==> src/rtl/motor_pwm_pkg.sv <==
// rtl/motor_pwm_pkg.sv - shared types and pin-pair constants for the motor PWM driver
package motor_pwm_pkg;

   typedef enum logic [1:0] {
      IDLE  = 2'd0,
      DRIVE = 2'd1,
      DEAD  = 2'd2
   } ch_state_e;

   localparam logic [1:0] PAIR_STOP = 2'b00;
   localparam logic [1:0] PAIR_FWD  = 2'b01;
   localparam logic [1:0] PAIR_REV  = 2'b10;
   localparam logic [1:0] PAIR_BAD  = 2'b11;

   // An illegal pair is never driven; it behaves exactly like a stop request.
   function automatic logic [1:0] pair_clean(input logic [1:0] p);
      return (p == PAIR_BAD) ? PAIR_STOP : p;
   endfunction

endpackage

==> src/rtl/motor_pwm_if.sv <==
// rtl/motor_pwm_if.sv - direction/duty inputs and bridge pin/status outputs
interface motor_pwm_if #(
   parameter int PWM_BITS = 8
);
   logic [7:0]          dir_in;
   logic [PWM_BITS-1:0] duty;
   logic                duty_valid;
   logic [7:0]          pwm_out;
   logic                busy;
   logic                fault;

   modport master (
      output dir_in, duty, duty_valid,
      input  pwm_out, busy, fault
   );

   modport slave (
      input  dir_in, duty, duty_valid,
      output pwm_out, busy, fault
   );
endinterface

==> src/rtl/motor_channel.sv <==
// rtl/motor_channel.sv - one H-bridge channel: direction FSM, coast dead-time, pin gating
module motor_channel
   import motor_pwm_pkg::*;
#(
   parameter int DEADTIME = 16
) (
   input  logic       clk,
   input  logic       rst,
   input  logic [1:0] p,
   input  logic       pwm_on,
   output logic [1:0] pins,
   output logic       in_dead,
   output logic       bad
);
   localparam int DW = (DEADTIME > 1) ? $clog2(DEADTIME) : 1;

   ch_state_e     state_q, state_d;
   logic [1:0]    cur_q, cur_d;
   logic [1:0]    last_q, last_d;
   logic [1:0]    pins_q, pins_d;
   logic [DW-1:0] dcnt_q, dcnt_d;
   logic          bad_q, bad_d;
   logic [1:0]    pc;

   // Next-state logic; pins are gated from the current state so they lag it by one cycle.
   always_comb begin
      pc      = pair_clean(p);
      state_d = state_q;
      cur_d   = cur_q;
      last_d  = last_q;
      dcnt_d  = dcnt_q;
      bad_d   = (p == PAIR_BAD);
      pins_d  = (state_q == DRIVE) ? (cur_q & {2{pwm_on}}) : PAIR_STOP;
      case (state_q)
         IDLE: begin
            if (pc != PAIR_STOP) begin
               state_d = DRIVE;
               cur_d   = pc;
            end
         end
         DRIVE: begin
            if (pc != cur_q) begin
               state_d = DEAD;
               dcnt_d  = DW'(DEADTIME - 1);
               last_d  = cur_q;
            end
         end
         DEAD: begin
            // cur still holds last here, so resuming needs no reload.
            if (pc == last_q) begin
               state_d = DRIVE;
            end else if (dcnt_q == '0) begin
               if (pc == PAIR_STOP) begin
                  state_d = IDLE;
               end else begin
                  state_d = DRIVE;
                  cur_d   = pc;
               end
            end else begin
               dcnt_d = dcnt_q - DW'(1);
            end
         end
         default: state_d = IDLE;
      endcase
   end

   // Channel state registers with synchronous reset.
   always_ff @(posedge clk) begin
      if (rst) begin
         state_q <= IDLE;
         cur_q   <= PAIR_STOP;
         last_q  <= PAIR_STOP;
         pins_q  <= PAIR_STOP;
         dcnt_q  <= '0;
         bad_q   <= 1'b0;
      end else begin
         state_q <= state_d;
         cur_q   <= cur_d;
         last_q  <= last_d;
         pins_q  <= pins_d;
         dcnt_q  <= dcnt_d;
         bad_q   <= bad_d;
      end
   end

   assign pins    = pins_q;
   assign in_dead = (state_q == DEAD);
   assign bad     = bad_q;

endmodule

==> src/rtl/motor_pwm_driver.sv <==
// rtl/motor_pwm_driver.sv - shared PWM timebase, duty registers and status for four bridge channels
module motor_pwm_driver
   import motor_pwm_pkg::*;
#(
   parameter int PWM_BITS = 8,
   parameter int PRESCALE = 4,
   parameter int DEADTIME = 16
) (
   input  logic       clk,
   input  logic       rst,
   motor_pwm_if.slave bus
);
   localparam int PW = (PRESCALE > 1) ? $clog2(PRESCALE) : 1;

   logic [PW-1:0]       pcnt_q, pcnt_d;
   logic [PWM_BITS-1:0] cnt_q, cnt_d;
   logic [PWM_BITS-1:0] shadow_q, shadow_d;
   logic [PWM_BITS-1:0] active_q, active_d;
   logic                busy_q, busy_d;
   logic                fault_q, fault_d;
   logic                tick, wrap, pwm_on;
   logic [7:0]          pins;
   logic [3:0]          dead_v, bad_v;

   assign pwm_on = (cnt_q < active_q);

   // Timebase and duty pipeline; active duty only changes at the period wrap.
   always_comb begin
      tick     = (pcnt_q == PW'(PRESCALE - 1));
      wrap     = tick && (cnt_q == '1);
      pcnt_d   = tick ? '0 : pcnt_q + PW'(1);
      cnt_d    = tick ? cnt_q + PWM_BITS'(1) : cnt_q;
      shadow_d = bus.duty_valid ? bus.duty : shadow_q;
      active_d = wrap ? shadow_q : active_q;
      busy_d   = |dead_v;
      fault_d  = fault_q | (|bad_v);
   end

   // Shared registers with synchronous reset; fault is sticky until reset.
   always_ff @(posedge clk) begin
      if (rst) begin
         pcnt_q   <= '0;
         cnt_q    <= '0;
         shadow_q <= '0;
         active_q <= '0;
         busy_q   <= 1'b0;
         fault_q  <= 1'b0;
      end else begin
         pcnt_q   <= pcnt_d;
         cnt_q    <= cnt_d;
         shadow_q <= shadow_d;
         active_q <= active_d;
         busy_q   <= busy_d;
         fault_q  <= fault_d;
      end
   end

   for (genvar m = 0; m < 4; m++) begin : g_ch
      motor_channel #(
         .DEADTIME(DEADTIME)
      ) u_ch (
         .clk    (clk),
         .rst    (rst),
         .p      (bus.dir_in[2*m+1:2*m]),
         .pwm_on (pwm_on),
         .pins   (pins[2*m+1:2*m]),
         .in_dead(dead_v[m]),
         .bad    (bad_v[m])
      );
   end

   assign bus.pwm_out = pins;
   assign bus.busy    = busy_q;
   assign bus.fault   = fault_q;

endmodule

==> src/flat_wrapper.sv <==
// flat-port wrapper written by rule: the top's interface ports become plain ports
module motor_pwm_driver_flat import motor_pwm_pkg::*;
#(
   parameter int PWM_BITS = 8,
   parameter int PRESCALE = 4,
   parameter int DEADTIME = 16
)
  (clk, rst, bus_dir_in, bus_duty, bus_duty_valid, bus_pwm_out, bus_busy, bus_fault);
  motor_pwm_if #(.PWM_BITS(PWM_BITS)) bus_i ();
  input  logic clk;
  input  logic rst;
  input wire logic [$bits(bus_i.dir_in)-1:0] bus_dir_in;
  input wire logic [$bits(bus_i.duty)-1:0] bus_duty;
  input wire logic [$bits(bus_i.duty_valid)-1:0] bus_duty_valid;
  output wire logic [$bits(bus_i.pwm_out)-1:0] bus_pwm_out;
  output wire logic [$bits(bus_i.busy)-1:0] bus_busy;
  output wire logic [$bits(bus_i.fault)-1:0] bus_fault;
  assign bus_i.dir_in = bus_dir_in;
  assign bus_i.duty = bus_duty;
  assign bus_i.duty_valid = bus_duty_valid;
  assign bus_pwm_out = bus_i.pwm_out;
  assign bus_busy = bus_i.busy;
  assign bus_fault = bus_i.fault;
  motor_pwm_driver #(.PWM_BITS(PWM_BITS), .PRESCALE(PRESCALE), .DEADTIME(DEADTIME)) u_core (.clk(clk), .rst(rst), .bus(bus_i));
endmodule
==> config.mk <==
export PLATFORM = sky130hd
export DESIGN_NAME = motor_pwm_driver_flat
export DESIGN_NICKNAME = d
export VERILOG_FILES = /design/src/rtl/motor_pwm_pkg.sv /design/src/rtl/motor_pwm_if.sv /design/src/rtl/motor_channel.sv /design/src/rtl/motor_pwm_driver.sv /design/src/flat_wrapper.sv
export SDC_FILE = /design/constraint.sdc
export NUM_CORES = 1
export LEC_CHECK = 0
export ABC_AREA = 1
export BUFFER_PORTS_ARGS = -buffer_cell sky130_fd_sc_hd__buf_2
export CAP_MARGIN = 20
export CORE_UTILIZATION = 50
export CTS_BUF_LIST = sky130_fd_sc_hd__clkbuf_2
export DETAILED_ROUTE_END_ITERATION = 6
export GPL_TIMING_DRIVEN = 0
export PLACE_DENSITY = 0.73
export SETUP_SLACK_MARGIN = 0.2
export SLEW_MARGIN = 20
export SYNTH_ARGS = -nofsm -noshare
export SYNTH_HDL_FRONTEND = slang
export SYNTH_HIERARCHICAL = 1
export SYNTH_SLANG_ARGS = --single-unit
==> constraint.sdc <==
create_clock -name clk -period 3.3 [get_ports clk]
set_input_delay 0.495 -clock clk [delete_from_list [all_inputs] [get_ports clk]]
set_output_delay 0.495 -clock clk [all_outputs]
set_load 0.03 [all_outputs]
# Yosys cells after proc, flatten, opt, wreduce, memory -nomap -nowiden
# Cells that the tools add are included.
totals:
  register_bits: 80
  input_bits: 19
  output_inout_bits: 10
  wordCells: 208
classes:
  add_sub_neg: 6
  n_lt_le_gt_ge: 1
  eq_ne: 50
  mux: 64
  bitwise_logic: 9
  reduce_logical: 48
op_table:
  columns: ["cell", "n"]
  rows:
  - ["$mux W2", 36]
  - ["$mux W4", 12]
  - ["$ne A2 B2 Y1 const B", 16]
  - ["$pmux W4 S2", 4]
  - ["$pmux W2 S3", 4]
  - ["$reduce_bool A2 Y1", 12]
  - ["$reduce_and A5 Y1", 4]
  - ["$eq A2 B2 Y1 const B", 9]
  - ["$logic_not A2 Y1", 8]
  - ["$logic_not A4 Y1", 4]
  - ["$ne A2 B1 Y1 const B", 8]
  - ["$pmux W2 S2", 4]
  - ["$reduce_and A4 Y1", 4]
  - ["$sub A4 B1 Y4 const B", 4]
  - ["$ne A3 B1 Y1 const B", 4]
  - ["$reduce_and A3 Y1", 4]
  - ["$reduce_or A2 Y1", 5]
  - ["$add A8 B1 Y8 const B", 1]
  - ["$and A2 B2 Y2", 4]
  - ["$eq A2 B1 Y1 const B", 4]
  - ["$eq A2 B2 Y1", 4]
  - ["$eq A8 B8 Y1 const B", 1]
  - ["$lt A8 B8 Y1", 1]
  - ["$ne A2 B2 Y1", 4]
  - ["other kinds (7)", 17]

# Logic depth before layout (Yosys ltp)
# Gate-level depths: netlist (run 1).
depth:
  word_depth: 7
  ltp_mapped: 10
  ltp_nobuf: 10

# Cells and area by module
# Netlist (run 1), hierarchy kept.
by_module_without_submodules:
  columns: ["mod", "instances", "cells_per_inst", "area_per_inst_um2", "seq_area_each_um2"]
  rows:
  - ["motor_channel", 4, 101, 729.4, 260.2]
  - ["motor_pwm_driver", 1, 172, 1298.7, 560.5]

# Worst setup path after synthesis (run 1)
# No wires, ideal clock.
synth_path:
  kind: "input port to flip-flop"
  start: "input port bus_dir_in[0]"
  end: "register u_core.g_ch[0].u_ch.cur_q[0]"
  setup_time_ns: 0.115
  arrival_time_ns: 1.353
  t_required_ns: 3.185
  slack_ns: 1.832
  path_stages: 7
  path_buffers: 0
  cell_sequence: "inv_1 -> ha_1 -> or2_1 -> nor2_1 -> nand3_1 -> nand2_1 -> nor2_1"
synth_via:
  elab_chain_len: 6
  elab_cells_between_ends: 14
  classes_between: "eq/ne: 5; mux: 6; reduce/logical: 3"
synth_lines:
  columns: ["item", "line_no", "text"]
  rows:
  - ["start: declaration", "flat_wrapper.sv:12", "input wire logic [$bits(bus_i.dir_in)-1:0] bus_dir_in;"]
  - ["$eq A2 B2 Y1", "motor_pwm_pkg.sv:17", "return (p == PAIR_BAD) ? PAIR_STOP : p;"]
  - ["$mux W2 (*)", "motor_pwm_pkg.sv:17", null]
  - ["$mux W2", "motor_channel.sv:53", "if (pc == PAIR_STOP) begin"]
  - ["$mux W2", "motor_channel.sv:52", "end else if (dcnt_q == '0) begin"]
  - ["$mux W2", "motor_channel.sv:50", "if (pc == last_q) begin"]
  - ["$pmux W2 S2", "motor_channel.sv:34", "case (state_q)"]
  - ["end signal: assignment", "motor_channel.sv:78", "cur_q <= cur_d;"]
  - ["end: declaration", "motor_channel.sv:18", "logic [1:0] cur_q, cur_d;"]
# Mark *: on every way between the ends. The rest lies on a longest branch, timed or not. The select of a mux whose other input is x is not followed.
# A chain may end at the register's enable or synchronous reset.

# Worst setup path in the final report (run 1)
layout_path:
  start: "register u_core.cnt_q[3]"
  end: "register u_core.g_ch[0].u_ch.pins_q[1]"
layout_via:
  elab_chain_len: 2
layout_lines:
  columns: ["item", "line_no", "text"]
  rows:
  - ["start: declaration", "motor_pwm_driver.sv:16", "logic [PWM_BITS-1:0] cnt_q, cnt_d;"]
  - ["start signal: assignment", "motor_pwm_driver.sv:50", "cnt_q <= cnt_d;"]
  - ["$lt A8 B8 Y1", "motor_pwm_driver.sv:25", "assign pwm_on = (cnt_q < active_q);"]
  - ["net u_core.pwm_on", "motor_pwm_driver.sv:21", "logic tick, wrap, pwm_on;"]
  - ["$and A2 B2 Y2", "motor_channel.sv:33", "pins_d = (state_q == DRIVE) ? (cur_q & {2{pwm_on}}) : PAIR_STOP;"]
  - ["end signal: assignment", "motor_channel.sv:80", "pins_q <= pins_d;"]
  - ["end: declaration", "motor_channel.sv:20", "logic [1:0] pins_q, pins_d;"]
# The timed path passes the listed nets, and every way through them passes these cells.

==> out/results.ini, run 1 <==
[grt]
grt_overflow = 0
met1_usage_pct = 23.5
grt_pass1_wl_um = 13400
use_met3_pct = 4.21
grt_max_degree = 31
grt_use_met2_pct = 32.7
grt.busiest_layer = met2
track_usage_pct = 19.0
grt_pass1_vias = 3190
antenna_found_initial = 0

[critical_path]
crit_required_ns = 3.74
crit_path_max_fanout = 8
regToRegSetupSlack_ns = 1.39
crit_arrival_ns = 2.35
slowest_stage = a21oi_1
ff2ff_path_depth = 6
end_kind = register
r2r-end = u_core/g_ch[0].u_ch/pins[1]
start_kind = register
slowest_delay_ns = 0.62
path_class = reg -> reg
path_cells = ha_1 > a21oi_1 > nand2_1 > a21oi_1 > nand2_1 > nor2_1
regToRegStartpoint = u_core/cnt_q[3]

[timing]
clock.fmax_mhz = 524
finalCritPeriodShare_pct = 57.8
finalSetupViolCount = 0
finalHoldViolCount = 0
drv_slew = 0
slew_headroom_pct = 46.6
setup_tns_ns = 0
fin_ws_ns = 1.39
layout_min_cycle_time_ns = 1.91
worst_pin_slew_ns = 0.801
grt_setup_unrepaired = false
hold_slack_ns = 0.190
skew_ns = 0.0345

[finish]
final_core_util_pct = 56.6
fin_area_um2 = 4630
nets = 659
instances_no_fill = 725
syn_to_final_growth_pct = 9.76
layout-drive-gt1-share_pct = 19.7
antenna_cells = 0

[synth]
syn_area_um2 = 4220
ys_warn_count = 6
muxShareOfSynthArea_pct = 0
ys_types = 29
syn-num-nets = 620
yosys_register_bits = 80
synth_xor_area_share_pct = 1.87
ys.flop_type = dfxtp_1
seq_area_frac_synth_pct = 38.0
synth_compound_area_share_pct = 7.77
syn_inst = 576
synth_top_family_by_area = simple AND/OR/NAND/NOR gates
synthSimpleGateAreaFrac_pct = 36.9
async_reset_ff_share_pct = 0
synth_fa_ha_area_share_pct = 7.42
synth_edf_count = 0
syn_avg_cell_area_um2 = 7.32

[worst_hold_path]
min_from = bus_duty[4]
whs_endpoint = u_core/shadow_q[4]
hp-class = in -> reg
holdPathStages = 3

[pwr]
ir_drop_mv = 0.266
power.leakage_nw = 2.29
power_density_nw_per_um2 = 473
finalPower_mw = 2.19

[placed_design]
dp_cells = 709
pre_cts_ws_ns = 1.44
hpwlAfterDp_um = 5700
numPortBuffers = 28
placed_area_um2 = 4490
gp_congestion = 0.816

[die]
dieWidth_um = 93.8
die_y_um = 93.8
ios = 29
initial_core_util_pct = 51.6
fp-row-count = 33
die-area_um2 = 8800
core-area_um2 = 8180

[detailed_routing]
first_iter_violations = 98
firstDrtPassIters = 4
wl_um = 7660
via_per_inst = 4.75
wl_per_cell_um = 10.6
dr_total_vias = 3447
antenna_left = 0
drc = 0

[clock_network]
clk_pin_slew_ns = 0.23
numCtsBuffers = 9
cts_hold_buffers = 0
ctsResizeCount = 0
clockBufferDepth = 2
htree_levels = 3
cts_sinks = 80
post_cts_buffers = 0
cts_tree = done
clockRootBuffer = clkbuf_2
worst_skew_pair.late_latency_ns = 0.51

[run_status]
outcome = completed

[job]
drv_cap = 0

[cell usage after synthesis, types with 2 or more instances]
master   count  area share, %
a21oi_2      4           0.83
xor2_1       4           0.83
ha_1        25            7.4
inv_1       68            6.1
nand3_2      8            1.9
buf_6        2           0.53
nor2_2       5           0.74
nand2_4      9            2.4
nand2_2     27            4.0
xnor2_1      5            1.0
or2_1        8            1.2
nand3_1     42            5.0
a21oi_1     30            3.6
nand2_1    120             11
a21oi_4      4            1.5
o21ai_0     13            1.5
nor2_4       5            1.3
dfxtp_1     80             38
inv_2       12            1.1
nor2_1      96            8.5
[critical path: cells and delay by family, from the launching register on]
kind            cells  cell delay, ns
simple gates        3            0.35
flops               1            0.46
fa+ha+maj           1            0.27
compound gates      2            0.76
[worst max-delay path by stage]
| stage | start | end | slack [ns] |
|---|---|---|---|
| floorplan | bus_dir_in[0] | u_core/g_ch[0].u_ch/cur_q[0] | 1.83 |
| global placement | u_core/cnt_q[5] | u_core/g_ch[0].u_ch/pins[0] | 1.44 |
| detailed placement | u_core/cnt_q[5] | u_core/g_ch[0].u_ch/pins[0] | 1.44 |
| CTS | u_core/cnt_q[3] | u_core/g_ch[0].u_ch/pins[0] | 1.37 |
| global route | u_core/cnt_q[3] | u_core/g_ch[3].u_ch/pins[1] | 1.14 |
| finish | u_core/cnt_q[3] | u_core/g_ch[0].u_ch/pins[1] | 1.39 |
[area by class of cell]
| cell class | count | area [µm²] |
|---|---|---|
| fillers | 785 | 3550 |
| multi-input cells | 412 | 2270 |
| flip-flops and latches | 80 | 1600 |
| inverters | 80 | 300 |
| repair buffers | 28 | 140 |
| well taps | 105 | 131 |
| clock inverters | 7 | 95.1 |
| clock buffers | 9 | 45.0 |
| plain buffers | 4 | 40.0 |
[power by group]
group	leakage (nW)	switching [mW]	internal, mW
combinational	1.55	0.309	0.182
sequential	0.654	0.0558	1.04
clock	0.0823	0.345	0.252
[layer usage]
metal  up-vias  part of all wire, %
li1       1871                    -
met1      1525                   48
met2        47                   47
met3         4                  3.6
met4         0                 0.78
met5         -                    0
[registers in the layout, indices dropped and copies added, names as in the netlist, 2 cells and up]
signal / cells
u_core/g_ch.u_ch/dcnt_q: 16
u_core/shadow_q: 8
u_core/cnt_q: 8
u_core/pcnt_q: 2
u_core/g_ch.u_ch/cur_q: 8
u_core/g_ch.u_ch/bad: 4
u_core/g_ch.u_ch/state_q: 8
u_core/g_ch.u_ch/last_q: 8
u_core/g_ch.u_ch/pins: 8
u_core/active_q: 8
[cell families (layout without fill, tap and decap cells)]
family                     after synthesis  count (layout)
and+or+nand+nor                        325             325
AOI/OAI and AO/OA                       53              53
buffers and inverters                   84             128
xor gates and xnor gates                 9               9
adders and majority gates               25              25
DFF                                     80              80
[placed cells by master, fill, tap and decap left out, drive strengths merged, types with 5 or more instances in the layout]
cell / count
dfxtp: 80
buf: 31
xnor2: 5
nor2: 106
nand2: 156
clkbuf: 10
ha: 25
nand3: 50
o21ai: 14
a21oi: 38
inv: 81
or2: 8
Note: power is estimated with default switching activity, not from simulation.
==> run 2, diff against run 1 <==
ABC_AREA = 0   (was 1)
clock period = 1.9 ns   (was 3.3 ns; I/O delays follow)
==> out/results.ini, run 2 <==
[critical_path]
worstSetupEndpoint = u_core/g_ch[2].u_ch/dcnt_q[3]
ff2ff_path_depth = 6
end_kind = register
path_buf_inv = 1
path_depth = 6
start_kind = register
regToRegSetupSlack_ns = 0.22
regToRegStartpoint = u_core/g_ch[2].u_ch/dcnt_q[1]
slowest_delay_ns = 0.40
path_class = reg -> reg
crit_path_max_fanout = 4
path_cells = inv_2 > ha_4 > or3b_4 > o2111a_4 > mux2_4 > o21a_1
crit_arrival_ns = 2.10
crit_required_ns = 2.33
slowest_stage = or3b_4
r2r-end = u_core/g_ch[2].u_ch/dcnt_q[3]
critPathTopFamily = simple AND/OR/NAND/NOR gates
crit_start = u_core/g_ch[2].u_ch/dcnt_q[1]

[synth]
syn-num-nets = 458
syn_inst = 414
yosysMostFrequentCell = dfxtp_1
synth_top_cell_by_area = dfxtp_1
seq_area_frac_synth_pct = 40.5
yosys-top-cells-area = dfxtp_1 (40%), mux2i_1 (8.3%), ha_1 (7.9%)
yosys_register_bits = 80
synth_top_area_share_pct = 40.5
ys_warn_count = 6
synth_edf_count = 0
syn_area_um2 = 3960
synth_common_cells = dfxtp_1 (80), nor2_1 (40), nand2b_1 (36), mux2i_1 (33), inv_1 (31)
async_reset_ff_share_pct = 0
syn_avg_cell_area_um2 = 9.56
ys.flop_type = dfxtp_1
ys_types = 36

[detailed_routing]
drc = 0
dr_total_vias = 3052
antenna_left = 0
wl_um = 7780
firstDrtPassIters = 4
via_per_inst = 5.19
wl_per_cell_um = 13.2
first_iter_violations = 91

[run_status]
outcome = completed

[pwr]
power_density_nw_per_um2 = 940
pwr-share-comb_pct = 32.0
power.switching_mw = 1.49
ir_drop_mv = 0.511
clkPwrFrac_pct = 22.0
power.leakage_nw = 2.10
p_int_mw = 3.06
p_seq_share_pct = 46.0
power.share.switching_pct = 32.8

[clock_network]
clockBufferDepth = 2
clk_pin_slew_ns = 0.22
numCtsBuffers = 9
htree_levels = 3
cts_sinks = 80
worst_skew_pair.late_latency_ns = 0.49
clockRootBuffer = clkbuf_2
cts_tree = done

[timing]
fin_ws_ns = 0.223
worst_pin_slew_ns = 0.554
slew_headroom_pct = 63.1
finalSetupViolCount = 0
skew_ns = 0.0358
clock.fmax_mhz = 596
grt_setup_unrepaired = true
setup_tns_ns = 0
finalHoldViolCount = 0
finalCritPeriodShare_pct = 88.2
drv_slew = 0
layout_min_cycle_time_ns = 1.68

[finish]
syn_to_final_growth_pct = 22.5
layout-drive-gt1-share_pct = 28.2
antenna_cells = 0
largest_register = u_core/g_ch.u_ch/dcnt_q
multiInputGateArea_um2 = 2410
final_common_cell = dfxtp_1
final.fill_count = 667
final_cell_mix = dfxtp_1 (60), nor2_1 (40), nand2b_1 (36)
register_area_um2 = 1640
nets = 526
largest_register_ffs = 16

[die]
dieWidth_um = 91.0
ios = 29
core-area_um2 = 7690
fp-row-count = 32
die-area_um2 = 8270
initial_core_util_pct = 51.5
die_y_um = 91.0

[grt]
grt_pass1_vias = 2889
track_usage_pct = 19.0
grt_max_degree = 26
grt_overflow = 0
grt_pass1_wl_um = 12800
antenna_found_initial = 0

[placed_design]
hpwlAfterDp_um = 5160
gp_congestion = 0.752
numPortBuffers = 27
pre_cts_ws_ns = -0.0161

[job]
drv_cap = 0

[worst_hold_path]
hp-class = in -> reg

run 2: changes by cell type in the layout (fill, tap and decap cells not counted), moves of 10 or more:
cell      previous run  this run
a21oi_1             30         9
buf_4                0        25
dfxtp_1             80        60
dfxtp_2              0        16
inv_1               68        23
mux2i_1              0        33
nand2_1            120        14
nand2_2             27         0
nand2b_1             0        36
nand3_1             42         1
nor2_1              96        40
nor3_1               1        18
o21ai_0             13         3
or3_1                0        10
run 2: tightest hold or removal path: cells and delay by family:
kind,cells,cell delay [ns]
buffers and inverters,1,0.07
and+or+nand+nor,1,0.08
muxes,1,0.06
run 2: how the worst min path moves through the flow:
stage | start | end | slack [ns] | cells after the start
6_report | bus_duty[2] | u_core/shadow_q[2] | 0.04 | 3
2_1_floorplan | u_core/pcnt_q[0] | u_core/pcnt_q[0] | 0.40 | 1
5_1_grt | bus_duty[5] | u_core/shadow_q[5] | 0.009 | 3
3_3_place_gp | u_core/pcnt_q[0] | u_core/pcnt_q[0] | 0.41 | 1
3_5_place_dp | u_core/pcnt_q[0] | u_core/pcnt_q[0] | 0.42 | 1
4_1_cts | bus_duty[2] | u_core/shadow_q[2] | 0.0009 | 3
run 2: logic make-up (layout without fill, tap and decap cells):
group / count (synthesis) / count (layout) / share of synthesized area, %
adder cells (fa/ha/maj): 25 / 25 / 7.91
flip-flops: 80 / 80 / 40.5
AO/OA/AOI/OAI: 56 / 56 / 11.6
multiplexers: 37 / 37 / 9.87
buffers and inverters: 41 / 113 / 4.08
XOR/XNOR: 20 / 20 / 4.43
AND/OR/NAND/NOR: 155 / 155 / 21.7
run 2: timing repair:
action	CTS	global route
endpoints found under the setup margin	18	27
hold endpoints to repair	5	1
resized for setup	28	36
buffers inserted	11	13
pin swaps	5	4
hold buffers	5	1
run 2: layer usage:
layer	wire, µm	track usage, %	vias up
met1	3690	24.2	1431
met5	0	0	-
met3	214	3.85	9
li1	-	-	1569
met2	3800	32.0	43
met4	65	6.22	0
run 2: per-stage QoR:
stage          hold WS [ns]  util, %  total power [mW]  cell area [µm²]  instances
5_1_grt             0.00886     63.0              4.85             4840        588
3_3_place_gp          0.412     54.9              3.18             4220        543
4_1_cts            0.000907     59.5              4.40             4570        574
3_5_place_dp          0.424     54.9              3.22             4220        543
2_1_floorplan         0.404        -              2.99             3960        414
6_report             0.0425     63.0              4.55             4840        588
run 2: power groups by stage:
stage | clock network, mW | registers, mW | logic, mW
after global placement | 0 | 2.10 | 1.08
final | 1.00 | 2.10 | 1.46
after detailed placement | 0 | 2.11 | 1.12
after floorplan | 0 | 2.08 | 0.919
after CTS | 1.03 | 2.10 | 1.28
after global routing | 1.11 | 2.13 | 1.61
run 2: layout make-up:
class	instances	share of cell area, %
plain buffers	10	0.930
flip-flops and latches	80	33.8
clock inverters	6	1.76
multi-input cells	293	49.8
inverters	31	2.40
repair buffers	57	7.75
well taps	102	2.63
clock buffers	9	0.930
